<file path="config.mk">
export PLATFORM = sky130hd
export DESIGN_NAME = johnson_phase_decoder
export DESIGN_NICKNAME = d
export VERILOG_FILES = /design/src/rtl/johnson_phase_decoder.sv
export SDC_FILE = /design/constraint.sdc
export NUM_CORES = 1
export LEC_CHECK = 0
export CAP_MARGIN = 20
export CORE_ASPECT_RATIO = 1.2
export CORE_UTILIZATION = 40
export CTS_BUF_LIST = sky130_fd_sc_hd__clkbuf_16
export DETAILED_ROUTE_END_ITERATION = 10
export SLEW_MARGIN = 20
export SYNTH_ARGS = -nofsm -noshare
export SYNTH_HDL_FRONTEND = slang
export SYNTH_SLANG_ARGS = --single-unit
</file>
<file path="constraint.sdc">
create_clock -name clk -period 4.9 [get_ports clk]
set_input_delay 0.735 -clock clk [delete_from_list [all_inputs] [get_ports clk]]
set_output_delay 0.735 -clock clk [all_outputs]
set_load 0.05 [all_outputs]
</file>
<file path="src/rtl/johnson_phase_decoder.sv">
// rtl/johnson_phase_decoder.sv - Johnson code sampler: phase decode, sequence checking, lock and error count
// Registered decode of an N-bit Johnson code into 2N phases with legality, step and lock tracking.
module johnson_phase_decoder #(
  parameter int N        = 4,
  parameter int LOCK_CNT = 4
) (
  input  logic                       clk,
  input  logic                       rst,
  input  logic                       en,
  input  logic [N-1:0]               jc_in,
  output logic [$clog2(2*N)-1:0]     phase_idx,
  output logic [2*N-1:0]             phase_oh,
  output logic                       illegal,
  output logic                       seq_err,
  output logic                       wrap,
  output logic                       locked,
  output logic [7:0]                 err_cnt
);

  localparam int TWO_N = 2 * N;
  localparam int IW    = $clog2(TWO_N);
  localparam logic [IW-1:0] LAST_IDX = IW'(TWO_N - 1);
  localparam logic [3:0]    LOCK_V   = 4'(LOCK_CNT);

  typedef enum logic {UNLOCK, LOCK} state_t;

  state_t          state_q, state_d;
  logic [IW-1:0]   phase_idx_q, phase_idx_d;
  logic [TWO_N-1:0] phase_oh_q, phase_oh_d;
  logic            illegal_q, illegal_d;
  logic            seq_err_q, seq_err_d;
  logic            wrap_q, wrap_d;
  logic [7:0]      err_cnt_q, err_cnt_d;
  logic            has_prev_q, has_prev_d;
  logic [3:0]      run_q, run_d;

  logic [IW:0]     pop;
  logic [IW:0]     idx_full;
  logic [IW-1:0]   idx;
  logic [IW-1:0]   succ;
  logic [N-1:0]    canon;
  logic            legal;

  // Canonical code for the decoded phase: ones from the LSB when MSB=0, zeros from the LSB when MSB=1.
  always_comb begin
    pop = '0;
    for (int i = 0; i < N; i++) begin
      pop = pop + {{IW{1'b0}}, jc_in[i]};
    end
    idx_full = jc_in[N-1] ? ((IW+1)'(TWO_N) - pop) : pop;
    idx      = idx_full[IW-1:0];
    canon    = '0;
    for (int i = 0; i < N; i++) begin
      canon[i] = jc_in[N-1] ? ((i + int'(pop)) >= N) : (i < int'(pop));
    end
    legal = (canon == jc_in);
    succ  = (phase_idx_q == LAST_IDX) ? '0 : phase_idx_q + IW'(1);
  end

  // phase_idx_q doubles as the previous sample's index whenever has_prev_q is set.
  always_comb begin
    state_d     = state_q;
    phase_idx_d = phase_idx_q;
    phase_oh_d  = phase_oh_q;
    illegal_d   = 1'b0;
    seq_err_d   = 1'b0;
    wrap_d      = 1'b0;
    err_cnt_d   = err_cnt_q;
    has_prev_d  = has_prev_q;
    run_d       = run_q;
    if (en) begin
      if (!legal) begin
        illegal_d  = 1'b1;
        phase_oh_d = '0;
        has_prev_d = 1'b0;
        run_d      = '0;
        state_d    = UNLOCK;
        err_cnt_d  = (err_cnt_q == 8'hFF) ? err_cnt_q : err_cnt_q + 8'd1;
      end else begin
        phase_idx_d = idx;
        phase_oh_d  = {{(TWO_N-1){1'b0}}, 1'b1} << idx;
        has_prev_d  = 1'b1;
        if (has_prev_q) begin
          if (idx == succ) begin
            run_d  = (run_q == LOCK_V) ? run_q : run_q + 4'd1;
            wrap_d = (phase_idx_q == LAST_IDX);
            if (run_d == LOCK_V) state_d = LOCK;
          end else begin
            seq_err_d = 1'b1;
            run_d     = '0;
            state_d   = UNLOCK;
            err_cnt_d = (err_cnt_q == 8'hFF) ? err_cnt_q : err_cnt_q + 8'd1;
          end
        end
      end
    end
  end

  always_ff @(posedge clk) begin
    if (rst) begin
      state_q     <= UNLOCK;
      phase_idx_q <= '0;
      phase_oh_q  <= '0;
      illegal_q   <= 1'b0;
      seq_err_q   <= 1'b0;
      wrap_q      <= 1'b0;
      err_cnt_q   <= '0;
      has_prev_q  <= 1'b0;
      run_q       <= '0;
    end else begin
      state_q     <= state_d;
      phase_idx_q <= phase_idx_d;
      phase_oh_q  <= phase_oh_d;
      illegal_q   <= illegal_d;
      seq_err_q   <= seq_err_d;
      wrap_q      <= wrap_d;
      err_cnt_q   <= err_cnt_d;
      has_prev_q  <= has_prev_d;
      run_q       <= run_d;
    end
  end

  assign phase_idx = phase_idx_q;
  assign phase_oh  = phase_oh_q;
  assign illegal   = illegal_q;
  assign seq_err   = seq_err_q;
  assign wrap      = wrap_q;
  assign locked    = (state_q == LOCK);
  assign err_cnt   = err_cnt_q;

endmodule
</file>
**Word level (Yosys, flattened, before mapping)**

Index checks and enable logic that the tools add are counted.

- Register bits after elaboration: 28
- Latch bits: 0
- RAM bits: 0
- ROM bits: 0
- Input bits: 7
- Output and inout port bits: 23
- Logic and storage cells: 70
- Memories kept: 0

- Add/subtract/negate cells: 10
- $mul: 0
- Divide/modulo/power cells: 0
- $lt $le $gt $ge: 8
- Eq/ne operators: 9
- Shifts and indexed selects: 1
- Muxes and demuxes: 22
- Bitwise operators: 4
- Reduce and logical (&&, ||, !) cells: 7

Operators by type and width:

| cell | count |
|---|---|
| 8-bit two-way mux | 5 |
| 4-bit two-way mux | 4 |
| 5-bit by 3-bit >= comparator with 1-bit output (second input constant) | 3 |
| 1-bit two-way mux | 11 |
| 2-bit by 4-bit adder with 5-bit output (first input constant) | 2 |
| 8-bit by 1-bit adder with 8-bit output (second input constant) | 1 |
| 4-bit by 3-bit equality test with 1-bit output (second input constant) | 2 |
| 8-bit equality test (second input constant) | 1 |
| 1-bit by 4-bit less-than comparator with 1-bit output (first input constant) | 2 |
| 2-bit by 4-bit less-than comparator with 1-bit output (first input constant) | 2 |
| 1-bit by 3-bit << shifter with 8-bit output (first input constant) | 1 |
| 3-bit two-way mux | 2 |
| 3-bit AND reduction | 2 |
| 1-bit by 4-bit adder with 5-bit output (first input constant) | 1 |
| 5-bit OR reduction | 1 |
| 3-bit by 1-bit adder with 4-bit output | 1 |
| 4-bit by 1-bit adder with 4-bit output (second input constant) | 1 |
| 4-bit equality test | 1 |
| 4-bit by 3-bit >= comparator with 1-bit output (second input constant) | 1 |
| 2-bit != test (second input constant) | 2 |
| 1-bit inverter | 4 |
| 2-bit AND reduction | 2 |
| 4-bit OR reduction | 1 |
| 2-bit by 1-bit adder with 3-bit output | 1 |
| 7 further kinds | 7 |

**Depth between registers and ports, before layout**

- Depth after elaboration: 9
- Depth in mapped cells: 12
- Mapped depth without buffers: 11

**Least setup slack after synthesis**

Ideal clock, no wire load.

- Path kind: input-to-reg
- From: in jc_in[0]
- To: reg err_cnt_q[3], in the netlist err_cnt[3]
- Setup time: 121 ps
- Data arrival time: 3787 ps
- Required time: 4779 ps
- Path slack: 992 ps
- Cell stages on the path: 12
- Buffers on the path: 2
- Cell sequence: fa_1 -> ha_1 -> buf_4 -> inv_1 -> ha_1 -> or4b_2 -> a31oi_1 -> a2111o_1 -> a211oi_1 -> buf_2 -> nor4b_1 -> mux2_2

- Elaborated cells between the ends (all ways): 26
- Those cells by class: 7 x add/sub; 8 x order compare; 4 x eq/ne; 6 x mux; 1 x reduce/logical

RTL lines:

| item | RTL line | text |
|---|---|---|
| from (decl) | 10 | `input logic [N-1:0] jc_in,` |
| 1-bit by 1-bit adder with 2-bit output * | 48 | `pop = pop + {{IW{1'b0}}, jc_in[i]};` |
| 2-bit by 1-bit adder with 3-bit output * | 48 |  |
| 3-bit by 1-bit adder with 4-bit output * | 48 |  |
| 1-bit by 3-bit subtractor with 3-bit output | 50 | `idx_full = jc_in[N-1] ? ((IW+1)'(TWO_N) - pop) : pop;` |
| 3-bit two-way mux * | 50 |  |
| named net idx_full[0] | 38 | `logic [IW:0] idx_full;` |
| 3-bit equality test * | 84 | `if (idx == succ) begin` |
| 2-bit != test (no source line) * | - |  |
| 3-bit AND reduction (no source line) * | - |  |
| to (signal assigned) | 117 | `err_cnt_q <= err_cnt_d;` |
| to (decl) | 33 | `logic [7:0] err_cnt_q, err_cnt_d;` |

Mark *: on every way through the listed nets, which the timed path passes. The rest lies on a longest branch.
A chain may end at the register's enable or synchronous reset.

**Final worst setup path**

- From: in jc_in[1]
- To: reg run_q[2]

- Cells in the longest elaborated chain, start to end: 9
- Elaborated cells between the ends (all ways): 27
- Those cells by class: 7 x add/sub; 8 x order compare; 3 x eq/ne; 8 x mux; 1 x reduce/logical

RTL lines:

| item | RTL line | text |
|---|---|---|
| 1-bit by 1-bit adder with 2-bit output | 48 |  |
| 2-bit by 1-bit adder with 3-bit output | 48 |  |
| 3-bit by 1-bit adder with 4-bit output | 48 |  |
| 1-bit by 4-bit adder with 5-bit output (tied with other cells) | 54 | `canon[i] = jc_in[N-1] ? ((i + int'(pop)) >= N) : (i < int'(pop));` |
| 5-bit by 3-bit >= comparator with 1-bit output / 3-bit two-way mux (equally long branches) | 54, 50 |  |
| 1-bit two-way mux / 3-bit equality test (equally long branches) | 54, 84 |  |
| 4-bit equality test / 4-bit two-way mux (equally long branches) | 56, 84 |  |
| 2-bit != test (no source line) / 4-bit two-way mux (equally long branches) | - |  |
| 2-bit AND reduction (no source line) / 4-bit two-way mux (equally long branches) | - |  |
| to (signal assigned) | 119 | `run_q <= run_d;` |
| to (decl) | 35 | `logic [3:0] run_q, run_d;` |

Several ways; a longest one is shown, not always the timed one. The select of a mux whose other input is x is not followed.

==> reports/metrics.csv <==
metric;value;unit
status;finished, final reports clean;
r2r-end;run_q[2];
seqPwrFrac;41.7;%
first_iter_violations;47;
synthFlopType;dfxtp_1;
skew;0.00927;ns
diodes;0;
wl_per_cell;13.6;microns
tns;0;ns
drive_gt1_share;5.36;%
synth_fp_nets;216;
cp.required;5.08;ns
tightest_slew;0.796;ns
place_hpwl;2820;microns
p_sw;172;uW
power_density;273;nW/um^2
fillers;404;
slowest_delay;0.62;ns
crit_buf_inv;1;
r2r-start;phase_idx[0];
antenna_found_initial;0;
io_buffers;29;
arrival;4.62;ns
met3_usage;3.90;%
cp-startpoint;jc_in[1];
cp-start-kind;primary input;
htree_levels;1;
drt_wl_total;3780;microns
synth_edf_count;0;
synth_warnings;0;
cts_post_setup_buffers_inserted;0;
track_usage;19.2;%
synthArstFlopShare;0;%
synthCells;196;
fp.dieW;61.2;microns
p_leak;0.000811;uW
ant_nets;0;
fin_crit;4.44;ns
reg2reg_depth;7;
critPathTopFamily;compound AO/OA/AOI/OAI gates;
top_usage_layer;met2;
grt_max_degree;24;
area_delta_synth_final;25.0;%
setup_viol;0;
start_util;42.3;%
cts_tree;built;
clk_pin_slew;0.07;ns
synth.largest_area_cell;dfxtp_1;
swShare;30.0;%
grt_pass1_vias;1521;
rsz0062_at_grt;false;
clock_latency;0.27;ns
seq_area_frac_synth;33.3;%
gr-usage-met1;22.7;%
critical_path_depth;10;
maxSlewHeadroom;46.8;%
crit_end;run_q[2];
ys_seq_elements;28;
gr-usage-met2;30.9;%
die_y;73.0;microns
cts_made_buffers;3;
cts-root-buf;clkbuf_16;
gp_congestion;0.864;
vias;1511;
power_frac_clock;32.3;%
drc_errors;0;
io_pins;30;
grt_pass1_wl;6470;microns
crit_type;primary input to flop;
synth_top_area_share;33.3;%
row_count;25;
netlist_top_cells_area;dfxtp_1 33%, ha_1 8.9%, nor2_1 4.7%, nand2_1 3.8%, mux2i_1 3.6%;
finalPower;574;uW
cp_max_fo;12;
p_comb_share;26.0;%
core;3970;sq um
vias_per_cell;5.44;
utilization;52.9;%
hold_viol;0;
final_area;2100;sq um
end_kind;flop;
syn_area;1680;sq um
cpMaxStageDelayCell;a211oi_2;
r2r_slack;2.31;ns
cts_hold_buf;0;
hold_class;flop to flop;
grt_overflow;0;
dpl_cell_area;2020;sq um
nets;245;
clock-sinks;28;
die_area;4470;sq um
fmax;225;MHz
vdd_drop_max;0.000166;V
cp_cell_sequence;clkdlybuf4s50_1 > fa_1 > ha_1 > ha_1 > o21ba_1 > or3_1 > a2111o_1 > a211oi_2 > o21ai_0 > nor3b_1;
fin_crit_sh;90.6;%
synthDistinctLibCells;48;
intPower;401;uW
dr.pass1.iters;4;
maxCapViolCount;0;
cp_common_cell;ha_1;
maxSlewViolCount;0;
synth.avg_cell_area;8.58;sq um
ctsResizeCount;1;
cts_max_path_buffers;2;
area by class of cell:
| type | count | area, sq um | share of cell area (%) |
|---|---|---|---|
| Clock buffer | 3 | 75.1 | 3.57 |
| Tap cell | 54 | 67.6 | 3.21 |
| Clock inverter | 1 | 3.75 | 0.179 |
| Multi-Input combinational cell | 148 | 1040 | 49.3 |
| Sequential cell | 28 | 561 | 26.7 |
| Timing Repair Buffer | 32 | 313 | 14.9 |
| Inverter | 12 | 45.0 | 2.14 |
tightest hold or removal path, cell delays in order, from the launching register on:
cell and delay [ns]:
dfxtp_1 0.31, inv_1 0.04, a21oi_1 0.05
per-layer routing:
metal / vias to the layer above / share of wire (%) / wire length, microns
met3: 11 / 3.3 / 126
met2: 33 / 48 / 1820
met4: 0 / 3.1 / 119
li1: 765 / - / -
met1: 702 / 45 / 1710
met5: - / 0 / 0
state kept, by name, summed over array words and instances, names as in the netlist:
name and flops:
err_cnt 8, has_prev_q 1, illegal 1, locked 1
phase_idx 3, phase_oh 8, run_q 4, seq_err 1
wrap 1
synthesized netlist by cell type, types with 2 or more instances:
library cell  instances
a211oi_1              3
a21oi_1              11
a32o_1                4
and3_1                3
buf_2                 2
clkbuf_1              4
dfxtp_1              28
ha_1                 12
inv_1                11
mux2_2                4
mux2i_1               6
nand2_1              17
nand2b_1              2
nand3_1               6
nand3b_1              2
nor2_1               21
nor2b_1               5
nor3_1                6
nor3b_1               3
nor4_1                2
o21ai_0               5
o21bai_1              2
o31ai_1               3
or3_1                 4
or4_1                 5
xnor2_1               3
placed cells by master (no fill, tap or decap), drive strengths merged, types with 2 or more instances in the layout:
master	netlist	routed
ha	12	12
nor3	6	6
clkinv	1	2
o21ai	5	5
nand3	6	6
a211oi	3	3
a32o	4	4
o21bai	2	2
a21oi	11	11
nand2	17	17
or3	4	4
buf	4	3
nor4	2	2
clkdlybuf4s50	0	29
xnor2	3	3
nor2b	5	5
o31ai	3	3
or4b	2	2
and3	3	3
clkbuf	4	3
mux2	4	4
nand3b	2	2
inv	11	11
mux2i	6	6
nand2b	2	2
nor3b	3	3
dfxtp	28	28
or4	5	5
nor2	21	21
power by group through the flow:
| stage | sequential (uW) | clock [uW] | combinational, uW |
|---|---|---|---|
| CTS | 239 | 189 | 150 |
| floorplan | 259 | 0 | 95.3 |
| global placement | 244 | 0 | 144 |
| detailed placement | 244 | 0 | 148 |
| finish | 239 | 185 | 149 |
| global route | 240 | 198 | 167 |
worst min-delay path by stage:
stage | from | end | slack [ns] | depth (start not counted)
after global placement | locked | locked | 0.44 | 2
after global routing | locked | locked | 0.47 | 2
after CTS | locked | locked | 0.45 | 2
after floorplan | has_prev_q | has_prev_q | 0.47 | 2
final | locked | locked | 0.45 | 2
after detailed placement | locked | locked | 0.44 | 2
metrics by stage:
| stage | setup WS, ns | instances | hold slack [ns] |
|---|---|---|---|
| finish | 0.462 | 278 | 0.447 |
| global placement | -0.0102 | 274 | 0.439 |
| detailed placement | -0.297 | 274 | 0.442 |
| floorplan | 0.992 | 196 | 0.473 |
| CTS | 0.429 | 278 | 0.452 |
| global route | 0.192 | 278 | 0.472 |
kinds of logic (layout without fill, tap and decap cells):
kind of cell    after synthesis  count (layout)  synth area share [%]
buf+inv                      20              48                  5.28
flops                        28              28                  33.3
xor+xnor                      5               5                  3.50
compound gates               38              38                  16.1
fa+ha+maj                    13              13                  10.1
mux                          10              10                  6.25
simple gates                 82              82                  25.4
Power figures use the tool's default switching activity.
